File: src/rtl/uart_rx_os.sv
// UART receiver with 16x oversampling, 3-sample majority vote, runtime frame
// format, break detection and a small first-word-fall-through output FIFO.
`timescale 1ns/1ps
module uart_rx_os #(
  parameter int MAX_DATA_BITS = 9,
  parameter int OVERSAMPLE    = 16,
  parameter int DIV_WIDTH     = 16,
  parameter int FIFO_DEPTH    = 4
) (
  input  logic                     clk,
  input  logic                     rst,
  input  logic                     rx,
  input  logic [DIV_WIDTH-1:0]     cfg_div,
  input  logic [3:0]               cfg_data_bits,
  input  logic [1:0]               cfg_parity,
  input  logic                     cfg_stop2,
  output logic [MAX_DATA_BITS-1:0] m_data,
  output logic                     m_parity_err,
  output logic                     m_frame_err,
  output logic                     m_valid,
  input  logic                     m_ready,
  output logic                     break_det,
  output logic                     overrun,
  output logic                     busy
);

  localparam int OS_W = $clog2(OVERSAMPLE);
  localparam int AW   = $clog2(FIFO_DEPTH);
  localparam int EW   = MAX_DATA_BITS + 2;
  localparam logic [OS_W-1:0] OS_S0   = OS_W'(OVERSAMPLE / 2 - 1);
  localparam logic [OS_W-1:0] OS_S1   = OS_W'(OVERSAMPLE / 2);
  localparam logic [OS_W-1:0] OS_S2   = OS_W'(OVERSAMPLE / 2 + 1);
  localparam logic [OS_W-1:0] OS_LAST = OS_W'(OVERSAMPLE - 1);
  localparam logic [AW:0]     DEPTH_C = (AW + 1)'(FIFO_DEPTH);

  typedef enum logic [2:0] {IDLE, START, DATA, PARITY, STOP, BRK_WAIT} state_t;

  state_t                   state_reg, state_next;
  logic                     sync1_reg, sync2_reg, prev_reg;
  logic [DIV_WIDTH-1:0]     div_reg;
  logic [OS_W-1:0]          os_reg;
  logic                     s0_reg, s1_reg;
  logic [3:0]               nbits_reg;
  logic [1:0]               par_cfg_reg;
  logic                     stop2_reg;
  logic [MAX_DATA_BITS-1:0] data_reg;
  logic [3:0]               bit_cnt_reg;
  logic                     par_bit_reg, par_err_reg, frame_err_reg, stop_idx_reg;
  logic                     push_reg, brk_reg, ovr_reg;
  logic [AW-1:0]            wr_ptr_reg, rd_ptr_reg;
  logic [AW:0]              count_reg;
  logic [EW-1:0]            mem [FIFO_DEPTH];

  logic start_edge, tick, dec, wrap, maj, par_en, par_exp, is_break;
  logic brk_now, stop_final, full, pop, wr_en;
  logic [EW-1:0] head;

  assign start_edge = (state_reg == IDLE) && prev_reg && !sync2_reg;
  assign tick       = (div_reg == cfg_div);
  assign dec        = tick && (os_reg == OS_S2);
  assign wrap       = tick && (os_reg == OS_LAST);
  assign maj        = (s0_reg & s1_reg) | (s0_reg & sync2_reg) | (s1_reg & sync2_reg);
  assign par_en     = par_cfg_reg[0] ^ par_cfg_reg[1];
  assign par_exp    = par_cfg_reg[1] ? ~^data_reg : ^data_reg;
  assign is_break   = (data_reg == '0) && (!par_en || !par_bit_reg) && !maj;
  assign brk_now    = dec && (state_reg == STOP) && !stop_idx_reg && is_break;
  assign stop_final = dec && (state_reg == STOP) && (stop_idx_reg || !stop2_reg || is_break);

  assign full  = (count_reg == DEPTH_C);
  assign pop   = m_valid && m_ready;
  assign wr_en = push_reg && (!full || pop);
  assign head  = mem[rd_ptr_reg];

  assign m_valid = (count_reg != '0);
  assign busy    = (state_reg != IDLE);
  assign break_det = brk_reg;
  assign overrun   = ovr_reg;

  // Head entry is masked to zero while the FIFO is empty so outputs read 0 after reset.
  genvar gi;
  generate
    for (gi = 0; gi < MAX_DATA_BITS; gi++) begin : g_mask
      assign m_data[gi] = m_valid & head[gi];
    end
  endgenerate
  assign m_parity_err = m_valid & head[MAX_DATA_BITS];
  assign m_frame_err  = m_valid & head[MAX_DATA_BITS+1];

  // Frame state register.
  always_ff @(posedge clk or posedge rst) begin
    if (rst) state_reg <= IDLE;
    else     state_reg <= state_next;
  end

  // Next-state logic; bit transitions happen on the oversample wrap, stop ends early.
  always_comb begin
    state_next = state_reg;
    case (state_reg)
      IDLE:     if (start_edge) state_next = START;
      START: begin
        if (dec && maj)  state_next = IDLE;
        else if (wrap)   state_next = DATA;
      end
      DATA:     if (wrap && (bit_cnt_reg >= nbits_reg)) state_next = par_en ? PARITY : STOP;
      PARITY:   if (wrap) state_next = STOP;
      STOP: begin
        if (brk_now)         state_next = BRK_WAIT;
        else if (stop_final) state_next = IDLE;
      end
      BRK_WAIT: if (sync2_reg) state_next = IDLE;
      default:  state_next = IDLE;
    endcase
  end

  // Synchroniser, tick generation, sampling and frame datapath.
  always_ff @(posedge clk or posedge rst) begin
    if (rst) begin
      sync1_reg     <= 1'b1;
      sync2_reg     <= 1'b1;
      prev_reg      <= 1'b1;
      div_reg       <= '0;
      os_reg        <= '0;
      s0_reg        <= 1'b1;
      s1_reg        <= 1'b1;
      nbits_reg     <= 4'd8;
      par_cfg_reg   <= 2'b00;
      stop2_reg     <= 1'b0;
      data_reg      <= '0;
      bit_cnt_reg   <= '0;
      par_bit_reg   <= 1'b0;
      par_err_reg   <= 1'b0;
      frame_err_reg <= 1'b0;
      stop_idx_reg  <= 1'b0;
      push_reg      <= 1'b0;
      brk_reg       <= 1'b0;
      ovr_reg       <= 1'b0;
    end else begin
      sync1_reg <= rx;
      sync2_reg <= sync1_reg;
      prev_reg  <= sync2_reg;
      push_reg  <= stop_final;
      brk_reg   <= brk_now;
      ovr_reg   <= push_reg && full && !pop;

      if (start_edge || tick) div_reg <= '0;
      else                    div_reg <= div_reg + 1'b1;

      if (start_edge)  os_reg <= '0;
      else if (tick)   os_reg <= (os_reg == OS_LAST) ? '0 : os_reg + 1'b1;

      if (tick && (os_reg == OS_S0)) s0_reg <= sync2_reg;
      if (tick && (os_reg == OS_S1)) s1_reg <= sync2_reg;

      if (start_edge) begin
        nbits_reg     <= cfg_data_bits;
        par_cfg_reg   <= cfg_parity;
        stop2_reg     <= cfg_stop2;
        data_reg      <= '0;
        bit_cnt_reg   <= '0;
        par_bit_reg   <= 1'b0;
        par_err_reg   <= 1'b0;
        frame_err_reg <= 1'b0;
        stop_idx_reg  <= 1'b0;
      end else if (dec) begin
        case (state_reg)
          DATA: begin
            if (bit_cnt_reg < nbits_reg) begin
              data_reg    <= data_reg | ({{(MAX_DATA_BITS-1){1'b0}}, maj} << bit_cnt_reg);
              bit_cnt_reg <= bit_cnt_reg + 1'b1;
            end
          end
          PARITY: begin
            par_bit_reg <= maj;
            par_err_reg <= (maj != par_exp);
          end
          STOP: begin
            if (!maj) frame_err_reg <= 1'b1;
            stop_idx_reg <= 1'b1;
          end
          default: ;
        endcase
      end
    end
  end

  // FIFO pointers and occupancy.
  always_ff @(posedge clk or posedge rst) begin
    if (rst) begin
      wr_ptr_reg <= '0;
      rd_ptr_reg <= '0;
      count_reg  <= '0;
    end else begin
      if (wr_en) wr_ptr_reg <= wr_ptr_reg + 1'b1;
      if (pop)   rd_ptr_reg <= rd_ptr_reg + 1'b1;
      case ({wr_en, pop})
        2'b10:   count_reg <= count_reg + 1'b1;
        2'b01:   count_reg <= count_reg - 1'b1;
        default: count_reg <= count_reg;
      endcase
    end
  end

  // FIFO storage; contents need no reset since occupancy gates visibility.
  always_ff @(posedge clk) begin
    if (wr_en) mem[wr_ptr_reg] <= {frame_err_reg, par_err_reg, data_reg};
  end

endmodule

File: config.mk
export PLATFORM = sky130hd
export DESIGN_NAME = uart_rx_os
export DESIGN_NICKNAME = d
export VERILOG_FILES = /design/src/rtl/uart_rx_os.sv
export SDC_FILE = /design/constraint.sdc
export NUM_CORES = 1
export LEC_CHECK = 0
export CORE_UTILIZATION = 38
export CTS_CLUSTER_DIAMETER = 150
export DETAILED_ROUTE_END_ITERATION = 10
export DONT_BUFFER_PORTS = 1
export MAX_ROUTING_LAYER = met4
export SYNTH_ARGS = -nofsm -noshare
export SYNTH_HDL_FRONTEND = slang
export SYNTH_SLANG_ARGS = --single-unit
export TNS_END_PERCENT = 20
File: constraint.sdc
create_clock -name clk -period 3.2 [get_ports clk]
set_input_delay 0.32 -clock clk [delete_from_list [all_inputs] [get_ports clk]]
set_output_delay 0.32 -clock clk [all_outputs]
set_load 0.05 [all_outputs]
---- Yosys cells after proc, flatten, opt, wreduce, memory -nomap -nowiden ----
Memories as Yosys holds them, arrays and structs flattened.
Cells that the tools add are included.
word-level totals
  word-level logic and storage cells ...... 161
  register bits after elaboration ......... 62
  memories kept ........................... 1
  latch bits .............................. 0
  bits in writable memories ............... 44
  bits in read-only memories .............. 0
  output and inout port bits .............. 15
  bits of input ports ..................... 27
memory list
  memory  depth  bits a word  rd ports  clocked after Yosys merged registers in  write ports  line  text
  mem     4      11           1         0                                        1            52    logic [EW-1:0] mem [FIFO_DEPTH];
operators by class
  equality and inequality tests ........... 21
  div/mod/pow operators ................... 0
  multipliers ............................. 0
  add/subtract/negate cells ............... 7
  shift operators ......................... 1
  mux-type cells .......................... 39
  reduce and logical (&&, ||, !) cells .... 49
  bitwise gates (word level) .............. 18
  magnitude comparators ................... 2
operators with widths
  operator               count
  $mux 9                 4
  $mux 4                 7
  $mux 3                 9
  $logic_and 1x1->1      18
  $pmux 3 s6             1
  $add 16x1->16 const B  1
  $eq 16x16->1           1
  $mux 1                 16
  $mux 16                1
  $and 1x1->1            14
  $reduce_bool 2->1      7
  $eq 4x4->1 const B     3
  $ne 2x2->1 const B     5
  $eq 3x3->1 const B     3
  $logic_not 9->1        1
  $or 9x9->9             1
  $reduce_xnor 9->1      1
  $reduce_xor 9->1       1
  $shl 1x4->9            1
  $add 4x1->4 const B    2
  $logic_not 1->1        8
  $eq 3x2->1 const B     2
  $ne 3x3->1 const B     2
  $pmux 3 s2             1
  18 further kinds       27

---- Logic depth before layout (Yosys ltp) ----
  depth after elaboration ................. 10
  gate-level depth with buffers ........... 10
  mapped depth without buffers ............ 9

---- Worst setup path before layout ----
Ideal clock, no wire load.
  path kind ............................... reg-to-reg
  start ................................... register state_reg[2]
  end ..................................... register div_reg[10]
  setup slack ............................. 0.893 ns
  arrival ................................. 2.175 ns
  cell stages (with the launch flop) ...... 8
  required time ........................... 3.068 ns
  path through ............................ dfrtp_1 > clkbuf_1 > or3_1 > or2_2 > clkbuf_1 > nand2_1 > clkbuf_1 > nor2_1
between the ends
  word-level cells in the longest chain between the ends .. 5
ends and longest elaborated chain
  what                            line  text
  start, declared                 38    state_t state_reg, state_next;
  start signal, assigned          92    else state_reg <= state_next;
  $logic_not 3->1                 58    assign start_edge = (state_reg == IDLE) && prev_reg && !sync2_reg;
  $logic_and 1x1->1 (2 in a row)  58
  $logic_or 1x1->1                145   if (start_edge || tick) div_reg <= '0;
  $mux 16                         145
  end signal, assigned            146   else div_reg <= div_reg + 1'b1;
  end, declared                   40    logic [DIV_WIDTH-1:0] div_reg;
No other way between the ends.
A chain may end at the register's enable or synchronous reset.

---- Worst setup path in the final report ----
  start ................................... register rd_ptr_reg[0]
  end ..................................... output m_data[6]
between the ends
  word-level cells in the longest chain between the ends .. 2
ends and longest elaborated chain
  what                    line  text
  start, declared         50    logic [AW-1:0] wr_ptr_reg, rd_ptr_reg;
  start signal, assigned  194   if (pop) rd_ptr_reg <= rd_ptr_reg + 1'b1;
  $mem_v2 4x11            n/a
  $and 1x1->1             83    assign m_data[gi] = m_valid & head[gi];
  end, declared           17    output logic [MAX_DATA_BITS-1:0] m_data,
No other way between the ends.

==> flow_summary_export.csv <==
group,metric,value,unit
outcome,outcome,"finished, final reports clean",
drt,post-route-drc-count,0,
synthesis,netlist_area,5040,µm²
critical_path,cp_slowest_cell,"dfrtp_1",
synthesis,synth_seq_cells,106,
cells_and_area,fin_area,5590,µm²
global_routing,grt_max_degree,44,
clock_network,cts_setup_buffers,0,
synthesis,avgSynthCellArea,12.3,µm²
drt,first_pass_iters,4,
drt,vias,2988,
power,finalPower,3.34,mW
clock_network,cts_resized,0,
synthesis,synth_ff_type,"dfrtp_1",
floorplan,die_area,13700,µm²
drt,drt_iter0_drc,191,
timing,fmax,400,MHz
critical_path,max_stage_delay,0.86,ns
cells_and_area,layout_commonest_cell,"dfrtp_1",
synthesis,synth-simple-area-share,0.149,
synthesis,synth_edf_count,44,
timing,setup_tns,0,ns
global_routing,grt_overflow,0,
synthesis,synth_xor_area_frac,0.0816,
clock_network,htree_levels,3,
floorplan,initial_core_util,0.395,
clock_network,root_buffer,"clkbuf_16",
clock_network,clk_path_buf_depth,2,
synthesis,synth_compound_area_frac,0.0566,
placement,hpwl,6400,µm
floorplan,dieWidth,117,µm
global_routing,grt_pass1_wl,15300,µm
timing,slew_headroom,0.473,
synthesis,synth_top_family_by_area,"simple AND/OR/NAND/NOR gates",
critical_path,worstPathArrival,2.18,ns
worst_hold_path,hp-start,"cfg_parity[0]",
synthesis,synth.distinct_cells,57,
timing,worst_slew_pin_slew,0.790,ns
timing,post-route-period-util,0.781,
timing,setup_viol,0,
synthesis,ys_async_sr_fraction,0.585,
clock_network,cts_sinks,106,
critical_path,startpoint_type,"register",
global_routing,antenna_found_initial,0,
critical_path,endpoint_kind,"output port",
synthesis,syn_inst,410,
flow_run,cap_violations,0,
synthesis,synthAdderAreaFrac,0.0509,
cells_and_area,area_growth,10.8,%
power,powerDensity,597,nW/µm²
floorplan,rows,41,
timing,hold_viol,0,
clock_network,clock_latency,0.35,ns
critical_path,path_cells,"mux4_2 -> and2_1",
global_routing,groute.usage.overall,0.156,
critical_path,required,2.88,ns
floorplan,ioPinCount,42,
synthesis,synthMuxAreaShare,0.0618,
timing,period_needed,2.50,ns
critical_path,worstReg2RegEnd,"state_reg[0]$_DFFE_PP0P_",
cells_and_area,final_util,0.438,
clock_network,cts_tree,"done",
critical_path,critPathKind,"reg2out",
timing,slew_violations,0,
cells_and_area,mostFrequentLayoutCells,"dfrtp_1, edfxtp_1, nand2_1",
worst_hold_path,min_path_cells,2,
critical_path,r2r_start,"div_reg[12]$_DFF_PP0_",
drt,avgRoutedWirePerCell,15.3,µm
synthesis,yosysTopAreaCellShare,0.278,
cells_and_area,diodes,0,
worst_hold_path,hold_path_end,"par_cfg_reg[0]$_DFFE_PP0P_",
clock_network,numCtsBuffers,9,
cells_and_area,num-nets-final,462,
placement,place_area,5250,µm²
placement,gp_congestion,0.839,
critical_path,timing.reg2reg.setup_slack,0.73,ns
critical_path,cp_max_fo,13,
timing,clock-skew-final,0.00747,ns
synthesis,synth_nets,456,
synthesis,yosys-top-cells-area,"dfrtp_1, edfxtp_1, xor2_1",
cells_and_area,nFillCells,1177,
drt,wl,9090,µm
timing,grt_setup_unrepaired,"no",
placement,port_buffers,0,
synthesis,yosys_warnings,0,
floorplan,die_h,117,µm
synthesis,synth-seq-area-share,0.571,
floorplan,core_area,12800,µm²
global_routing,grt_pass1_vias,3033,
critical_path,reg2reg_depth,6,
drt,viasPerCell,5.04,
drt,ant_nets,0,
cells_and_area,largest_register_ffs,44,
cells_and_area,drive_gt1_frac,0.116,
clock_network,cts.clk_slew.worst_paths,0.07,ns
worst_hold_path,min_path_type,"in2reg",
power,ir_worst_vdd,259,µV
power,p_leak,2.16,nW
synthesis,synthDominantAreaCellType,"dfrtp_1",
[final cells by class]
class                   instances  area [µm²]  area share
clock inverters                 4        38.8     0.00694
clock buffers                  12         279      0.0499
well taps                     172         215      0.0385
inverters                      26        97.6      0.0175
multi-input cells             266        2020       0.362
repair buffers                  7        57.6      0.0103
flip-flops and latches        106        2880       0.515
[kinds of logic after synthesis]
group,Yosys count
simple gates,143
xor+xnor,47
compound gates,39
mux,17
buf+inv,38
fa+ha+maj,20
flops,106
[where the power goes]
| group | switching, mW | total [mW] | internal, mW |
|---|---|---|---|
| Combinational | 0.404 | 0.598 | 0.195 |
| Sequential | 0.133 | 1.60 | 1.47 |
| Clock | 0.507 | 1.14 | 0.634 |
| Total | 1.04 | 3.34 | 2.29 |
[metrics by stage]
step / hold WS [ns] / worst slack [ns] / instances
after floorplan: 0.324 / 0.893 / 410
after global placement: 0.227 / 0.818 / 575
after detailed placement: 0.227 / 0.704 / 575
after CTS: 0.0563 / 0.620 / 593
after global routing: 0.0650 / 0.509 / 593
final: 0.0679 / 0.700 / 593
[worst max-delay path: cells and delay by family (launching register included)]
family	cells	cell delay [ns]
multiplexers	1	0.61
AND/OR/NAND/NOR	1	0.35
flip-flops	1	0.86
[what timing repair did]
item,in CTS,in global routing
hold endpoints to repair,19,0
hold buffers,2,0
setup endpoints to repair,0,0
[worst max-delay path by stage]
stage                         startpoint                       end  slack, ns  depth (start not counted)
2_1_floorplan   state_reg[2]$_DFFE_PP0P_     div_reg[10]$_DFF_PP0_       0.89                          7
3_3_place_gp       div_reg[11]$_DFF_PP0_  state_reg[0]$_DFFE_PP0P_       0.82                          6
3_5_place_dp        div_reg[1]$_DFF_PP0_  state_reg[0]$_DFFE_PP0P_       0.70                          6
4_1_cts        rd_ptr_reg[0]$_DFFE_PP0N_                 m_data[6]       0.62                          2
5_1_grt            div_reg[12]$_DFF_PP0_   data_reg[2]$_DFFE_PP0P_       0.51                          6
6_report       rd_ptr_reg[0]$_DFFE_PP0N_                 m_data[6]       0.70                          2
[layer usage]
metal  wire, µm  GRT usage  vias up
met5          0          -        -
met4        186     0.0650        0
met1       4050      0.185     1470
met3        387     0.0494       14
li1           -          -     1455
met2       4470      0.245       49
[cell usage after synthesis, types with 4 or more instances]
library cell,count
inv_1,26
nand3_1,10
xor2_1,29
edfxtp_1,44
ha_1,18
o21ai_0,7
nor4_1,4
nand2_1,40
dfrtp_1,56
clkbuf_1,9
and2_1,17
nor2_1,33
dfstp_2,6
nor3_1,5
mux4_2,11
o22ai_1,8
a21oi_1,9
xnor2_1,18
Note: power is estimated with default switching activity, not from simulation.
